==> src/rtl/pe_controller.sv <==
// Sequencer for one PE: filter load, MAC/shift/write per OFM word.
// Optional PE_CTRL_FILTER_REUSE_EN adds reuse_filt to skip the filter load.
module pe_controller #(
    parameter int FILT_LEN = 16,
    parameter int LANES    = 4
) (
    input  logic        clk,
    input  logic        rst,
    input  logic        start,
    input  logic [7:0]  filt_base,
    input  logic [7:0]  ofm_base,
    input  logic [7:0]  num_out,
`ifdef PE_CTRL_FILTER_REUSE_EN
    input  logic        reuse_filt,
`endif
    input  logic        ifm_valid,
    output logic        ifm_ready,
    output logic [15:0] en1,
    output logic [3:0]  sel,
    output logic        en12,
    output logic        rst12,
    output logic        en10,
    output logic        wr,
    output logic [7:0]  muxOut,
    output logic        busy,
    output logic        done
);

    localparam int LW = (LANES > 1) ? $clog2(LANES) : 1;

    typedef enum logic [2:0] {
        IDLE, LOAD, CLR, MAC, SHIFT, WRITE, DONE
    } state_t;

    state_t state_q, state_d;

    logic [7:0]    filt_q, ofm_q, num_q;
    logic [7:0]    word_cnt, mux_q;
    logic [1:0]    load_cnt;
    logic [3:0]    tap_cnt;
    logic [LW-1:0] lane_cnt;
    logic          skip_load;
    logic          tap_last, lane_last, word_last;

`ifdef PE_CTRL_FILTER_REUSE_EN
    assign skip_load = reuse_filt;
`else
    assign skip_load = 1'b0;
`endif

    assign tap_last  = (tap_cnt == 4'(FILT_LEN - 1));
    assign lane_last = (lane_cnt == LW'(LANES - 1));
    assign word_last = (word_cnt == num_q - 8'd1);

    always_ff @(posedge clk or negedge rst) begin
        if (!rst) state_q <= IDLE;
        else      state_q <= state_d;
    end

    always_comb begin
        state_d = state_q;
        unique case (state_q)
            IDLE: if (start) begin
                if (!skip_load)         state_d = LOAD;
                else if (num_out == 0)  state_d = DONE;
                else                    state_d = CLR;
            end
            LOAD: if (load_cnt == 2'd3)
                state_d = (num_q == 8'd0) ? DONE : CLR;
            CLR:   state_d = MAC;
            MAC:   if (ifm_valid && tap_last) state_d = SHIFT;
            SHIFT: state_d = lane_last ? WRITE : CLR;
            WRITE: state_d = word_last ? DONE : CLR;
            DONE:  state_d = IDLE;
            default: state_d = IDLE;
        endcase
    end

    // Counters and job parameters; only IDLE samples the request
    always_ff @(posedge clk or negedge rst) begin
        if (!rst) begin
            filt_q   <= '0;
            ofm_q    <= '0;
            num_q    <= '0;
            load_cnt <= '0;
            tap_cnt  <= '0;
            lane_cnt <= '0;
            word_cnt <= '0;
        end else begin
            case (state_q)
                IDLE: if (start) begin
                    filt_q   <= filt_base;
                    ofm_q    <= ofm_base;
                    num_q    <= num_out;
                    load_cnt <= '0;
                    lane_cnt <= '0;
                    word_cnt <= '0;
                end
                LOAD:  load_cnt <= load_cnt + 2'd1;
                CLR:   tap_cnt  <= '0;
                MAC:   if (ifm_valid) tap_cnt <= tap_cnt + 4'd1;
                SHIFT: lane_cnt <= lane_cnt + LW'(1);
                WRITE: begin
                    lane_cnt <= '0;
                    word_cnt <= word_cnt + 8'd1;
                end
                default: ;
            endcase
        end
    end

    // The address bus keeps whatever LOAD or WRITE drove last
    always_ff @(posedge clk or negedge rst) begin
        if (!rst) mux_q <= '0;
        else      mux_q <= muxOut;
    end

    always_comb begin
        ifm_ready = 1'b0;
        en1       = '0;
        sel       = '0;
        en12      = 1'b0;
        rst12     = 1'b0;
        en10      = 1'b0;
        wr        = 1'b0;
        muxOut    = mux_q;
        done      = 1'b0;
        busy      = (state_q != IDLE);
        unique case (state_q)
            LOAD: begin
                en1    = 16'hF << {load_cnt, 2'b00};
                muxOut = filt_q + {6'd0, load_cnt};
            end
            CLR: rst12 = 1'b1;
            MAC: begin
                sel       = tap_cnt;
                ifm_ready = 1'b1;
                en12      = ifm_valid;
            end
            SHIFT: en10 = 1'b1;
            WRITE: begin
                wr     = 1'b1;
                muxOut = ofm_q + word_cnt;
            end
            DONE: done = 1'b1;
            default: ;
        endcase
    end

endmodule

==> config.mk <==
export PLATFORM = sky130hd
export DESIGN_NAME = pe_controller
export DESIGN_NICKNAME = d
export VERILOG_FILES = /design/src/rtl/pe_controller.sv
export SDC_FILE = /design/constraint.sdc
export NUM_CORES = 1
export LEC_CHECK = 0
export ABC_AREA = 1
export BUFFER_PORTS_ARGS = -buffer_cell sky130_fd_sc_hd__buf_2
export CAP_MARGIN = 20
export CORE_UTILIZATION = 45
export CTS_CLUSTER_DIAMETER = 200
export DETAILED_ROUTE_END_ITERATION = 8
export GPL_TIMING_DRIVEN = 0
export PLACE_DENSITY_LB_ADDON = 0.3
export SLEW_MARGIN = 20
export SYNTH_ARGS = -nofsm -noshare
export SYNTH_HDL_FRONTEND = slang
export SYNTH_SLANG_ARGS = --single-unit
==> constraint.sdc <==
create_clock -name clk -period 2.6 [get_ports clk]
set_input_delay 0.13 -clock clk [delete_from_list [all_inputs] [get_ports clk]]
set_output_delay 0.13 -clock clk [all_outputs]
set_load 0.05 [all_outputs]
==> flow_metrics.env <==
export IMPL_max_stage_delay_ns=0.47
export IMPL_worstPathArrival_ns=2.28
export IMPL_gr_total_overflow=0
export IMPL_cp_max_fo=7
export IMPL_die_y_um=86.3
export IMPL_reg2regPathDepth=5
export IMPL_avgSynthCellArea_sq_um=7.80
export IMPL_area_growth_pct=17.2
export IMPL_grt_usage_pct=20.2
export IMPL_die_x_um=86.3
export IMPL_cts_sinks=51
export IMPL_wl_per_cell_um=12.1
export IMPL_cts_max_path_buffers=2
export IMPL_reg2reg_from="word_cnt[0]"
export IMPL_finalHoldViolCount=0
export IMPL_synthXorXnorAreaFrac_pct=2.19
export IMPL_yosys_area_share_simple_pct=28.4
export IMPL_path_cells="ha_1 > fa_1 > a31oi_1 > xor2_1 > o211ai_1 > buf_2"
export IMPL_syn_area_sq_um=3200
export IMPL_antenna_found_initial=0
export IMPL_hold_depth=3
export IMPL_n_antenna_cell=0
export IMPL_h_tree_depth=2
export IMPL_max_slew_margin_pct=56.0
export IMPL_clk_latency_ns=0.30
export IMPL_coreArea_sq_um=6830
export IMPL_grt_pass1_vias=2617
export IMPL_ys_seq_area_share_pct=39.9
export IMPL_crit_path_top_delay_cell="dfrtp_1"
export IMPL_finalPower_w=0.00478
export IMPL_grt_pass1_wl_mm=11.9
export IMPL_path_clk_slew_ns=0.10
export IMPL_layout_nets=527
export IMPL_regToRegSetupSlack_ns=0.81
export IMPL_syn_inst=410
export IMPL_drt_iter0_drc=201
export IMPL_viasPerCell=4.82
export IMPL_synth_fa_ha_area_share_pct=7.90
export IMPL_cts_tree="done"
export IMPL_drcViolationCount=0
export IMPL_cts_resized=0
export IMPL_post_cts_buffers=0
export IMPL_fmax_mhz=415
export IMPL_ys_warn_count=0
export IMPL_yosysUniqueCellTypes=44
export IMPL_postRouteAntennaNets=0
export IMPL_synth_edff_count=0
export IMPL_min_period_over_period_pct=92.6
export IMPL_path_class="flip-flop to primary output"
export IMPL_hold_path_end="ofm_q[7]"
export IMPL_ys_flop_type="dfrtp_1"
export IMPL_setup_viol=0
export IMPL_design_area_sq_um=3750
export IMPL_place_ws_ns=0.555
export IMPL_reg2reg_to="mux_q[4]"
export IMPL_die_area_sq_um=7450
export IMPL_vias=2776
export IMPL_clock_skew_ns=0.00977
export IMPL_drive_above_1_share_pct=22.9
export IMPL_cap_viol_max_count=0
export IMPL_place_congestion=0.893
export IMPL_cp_required_ns=2.47
export IMPL_syn_nets=457
export IMPL_fillers=696
export IMPL_run_status="complete, no violations"
export IMPL_async_flop_share_pct=100
export IMPL_ir_worst_vdd_mv=0.450
export IMPL_slew_viol_final=0
export IMPL_synth_mux_area_share_pct=0
export IMPL_hp_class="input pin to flip-flop"
export IMPL_cts_buffers_inserted=5
export IMPL_finalSetupTns_ns=0
export IMPL_drt_pass1_iter_count=4
export IMPL_cp_end_kind="primary output"
export IMPL_power_leakage_nw=2.04
export IMPL_std_cell_rows=30
export IMPL_start_util_pct=46.8
export IMPL_top_level_ports=63
export IMPL_final_common_cell="nand2_1"
export IMPL_worst_setup_path_start_kind="flip-flop"
export IMPL_finalWirelength_mm=6.99
export IMPL_synth_top_family_by_area="simple AND/OR/NAND/NOR gates"
export IMPL_port_buffers=62
export IMPL_layout_common_cells="nand2_1, buf_2, dfrtp_1, inv_1, nor2_1"
export IMPL_timing_final_crit_period_ns=2.41
export IMPL_dpl_hpwl_mm=5.24
export IMPL_ys_ff_latch=51
export IMPL_postPlaceCellArea_sq_um=3630
export IMPL_rsz0062_at_grt="false"
export IMPL_min_delay_start="ofm_base[7]"
export IMPL_setup_slack_ns=0.191
export IMPL_cellPowerDensity_nw_per_um2=1270
export IMPL_synth_compound_area_share_pct=10.9
export IMPL_tightest_slew_ns=0.660
export IMPL_grt_max_degree=52
export IMPL_ctsHoldBuffers=1
export IMPL_cts_root_buf="clkbuf_8"
==> worst max path at each step <==
stage | startpoint | slack (ns) | end
floorplan | word_cnt[0] | 0.28 | mux_q[4]
global placement | word_cnt[0] | 0.58 | muxOut[4]
detailed placement | word_cnt[0] | 0.56 | muxOut[4]
CTS | word_cnt[0] | 0.20 | muxOut[4]
global route | word_cnt[0] | 0.03 | muxOut[6]
finish | word_cnt[0] | 0.19 | muxOut[4]
==> Yosys cell counts, types with 2 or more instances <==
cell / number / area [sq um]
a21oi_1: 9 / 45.0
a22oi_1: 2 / 15.0
a31oi_1: 2 / 12.5
a32o_1: 2 / 20.0
buf_2: 5 / 25.0
buf_4: 12 / 90.1
buf_6: 3 / 33.8
dfrtp_1: 51 / 1280
fa_1: 2 / 40.0
ha_1: 17 / 213
inv_1: 46 / 173
inv_2: 4 / 15.0
nand2_1: 117 / 439
nand3_1: 29 / 145
nand4_1: 4 / 25.0
nor2_1: 40 / 150
nor2_4: 3 / 33.8
nor3_1: 2 / 10.0
o21ai_0: 27 / 135
o21ai_2: 2 / 17.5
o22ai_1: 2 / 12.5
xnor2_1: 2 / 17.5
xor2_1: 6 / 52.6
==> stage by stage <==
stage	hold WS, ns	instances	utilization, %
4_1_cts	0.00900	576	54.9
3_3_place_gp	0.331	568	53.1
5_1_grt	0.00767	576	54.9
6_report	0.0175	576	54.9
3_5_place_dp	0.212	568	53.2
2_1_floorplan	-0.166	410	-
==> power breakdown <==
group	internal, W	switching [W]
combinational	0.000866	0.00199
sequential	0.00111	0.000269
clock	0.000282	0.000270
total	0.00225	0.00253
==> layout make-up <==
cell class,instances,area (sq um),share of cell area (%)
Sequential cell,51,1280,34.0
Multi-Input combinational cell,288,1580,42.2
Buffer,20,149,3.97
Clock buffer,5,68.8,1.84
Inverter,51,194,5.17
Tap cell,96,120,3.20
Timing Repair Buffer,63,323,8.61
Clock inverter,2,37.5,1.00
==> worst max-delay path, delay by kind of cell (launching register included) <==
kind | cells | cell delay [ns]
adder cells (fa/ha/maj) | 2 | 0.69
flip-flops | 1 | 0.47
AO/OA/AOI/OAI | 2 | 0.42
buffers and inverters | 1 | 0.31
XOR/XNOR | 1 | 0.09
==> routing by layer <==
layer,GRT usage [%],vias to the layer above,share of wire (%)
met5,0,-,0
met1,27.6,1257,49
met2,33.5,61,45
met3,2.38,9,3.9
li1,-,1449,-
met4,6.21,0,2.0
==> flip-flops by register name (all words and copies together) (netlist names) <==
register and flops:
num_q 8, word_cnt 8, lane_cnt 2, mux_q 8
state_q 3, ofm_q 8, load_cnt 2, tap_cnt 4
filt_q 8
==> kinds of logic after synthesis <==
family | count (synthesis)
AND/OR/NAND/NOR | 205
XOR/XNOR | 8
adder cells (fa/ha/maj) | 19
flip-flops | 51
buffers and inverters | 71
AO/OA/AOI/OAI | 56
Power figures use the tool's default switching activity.
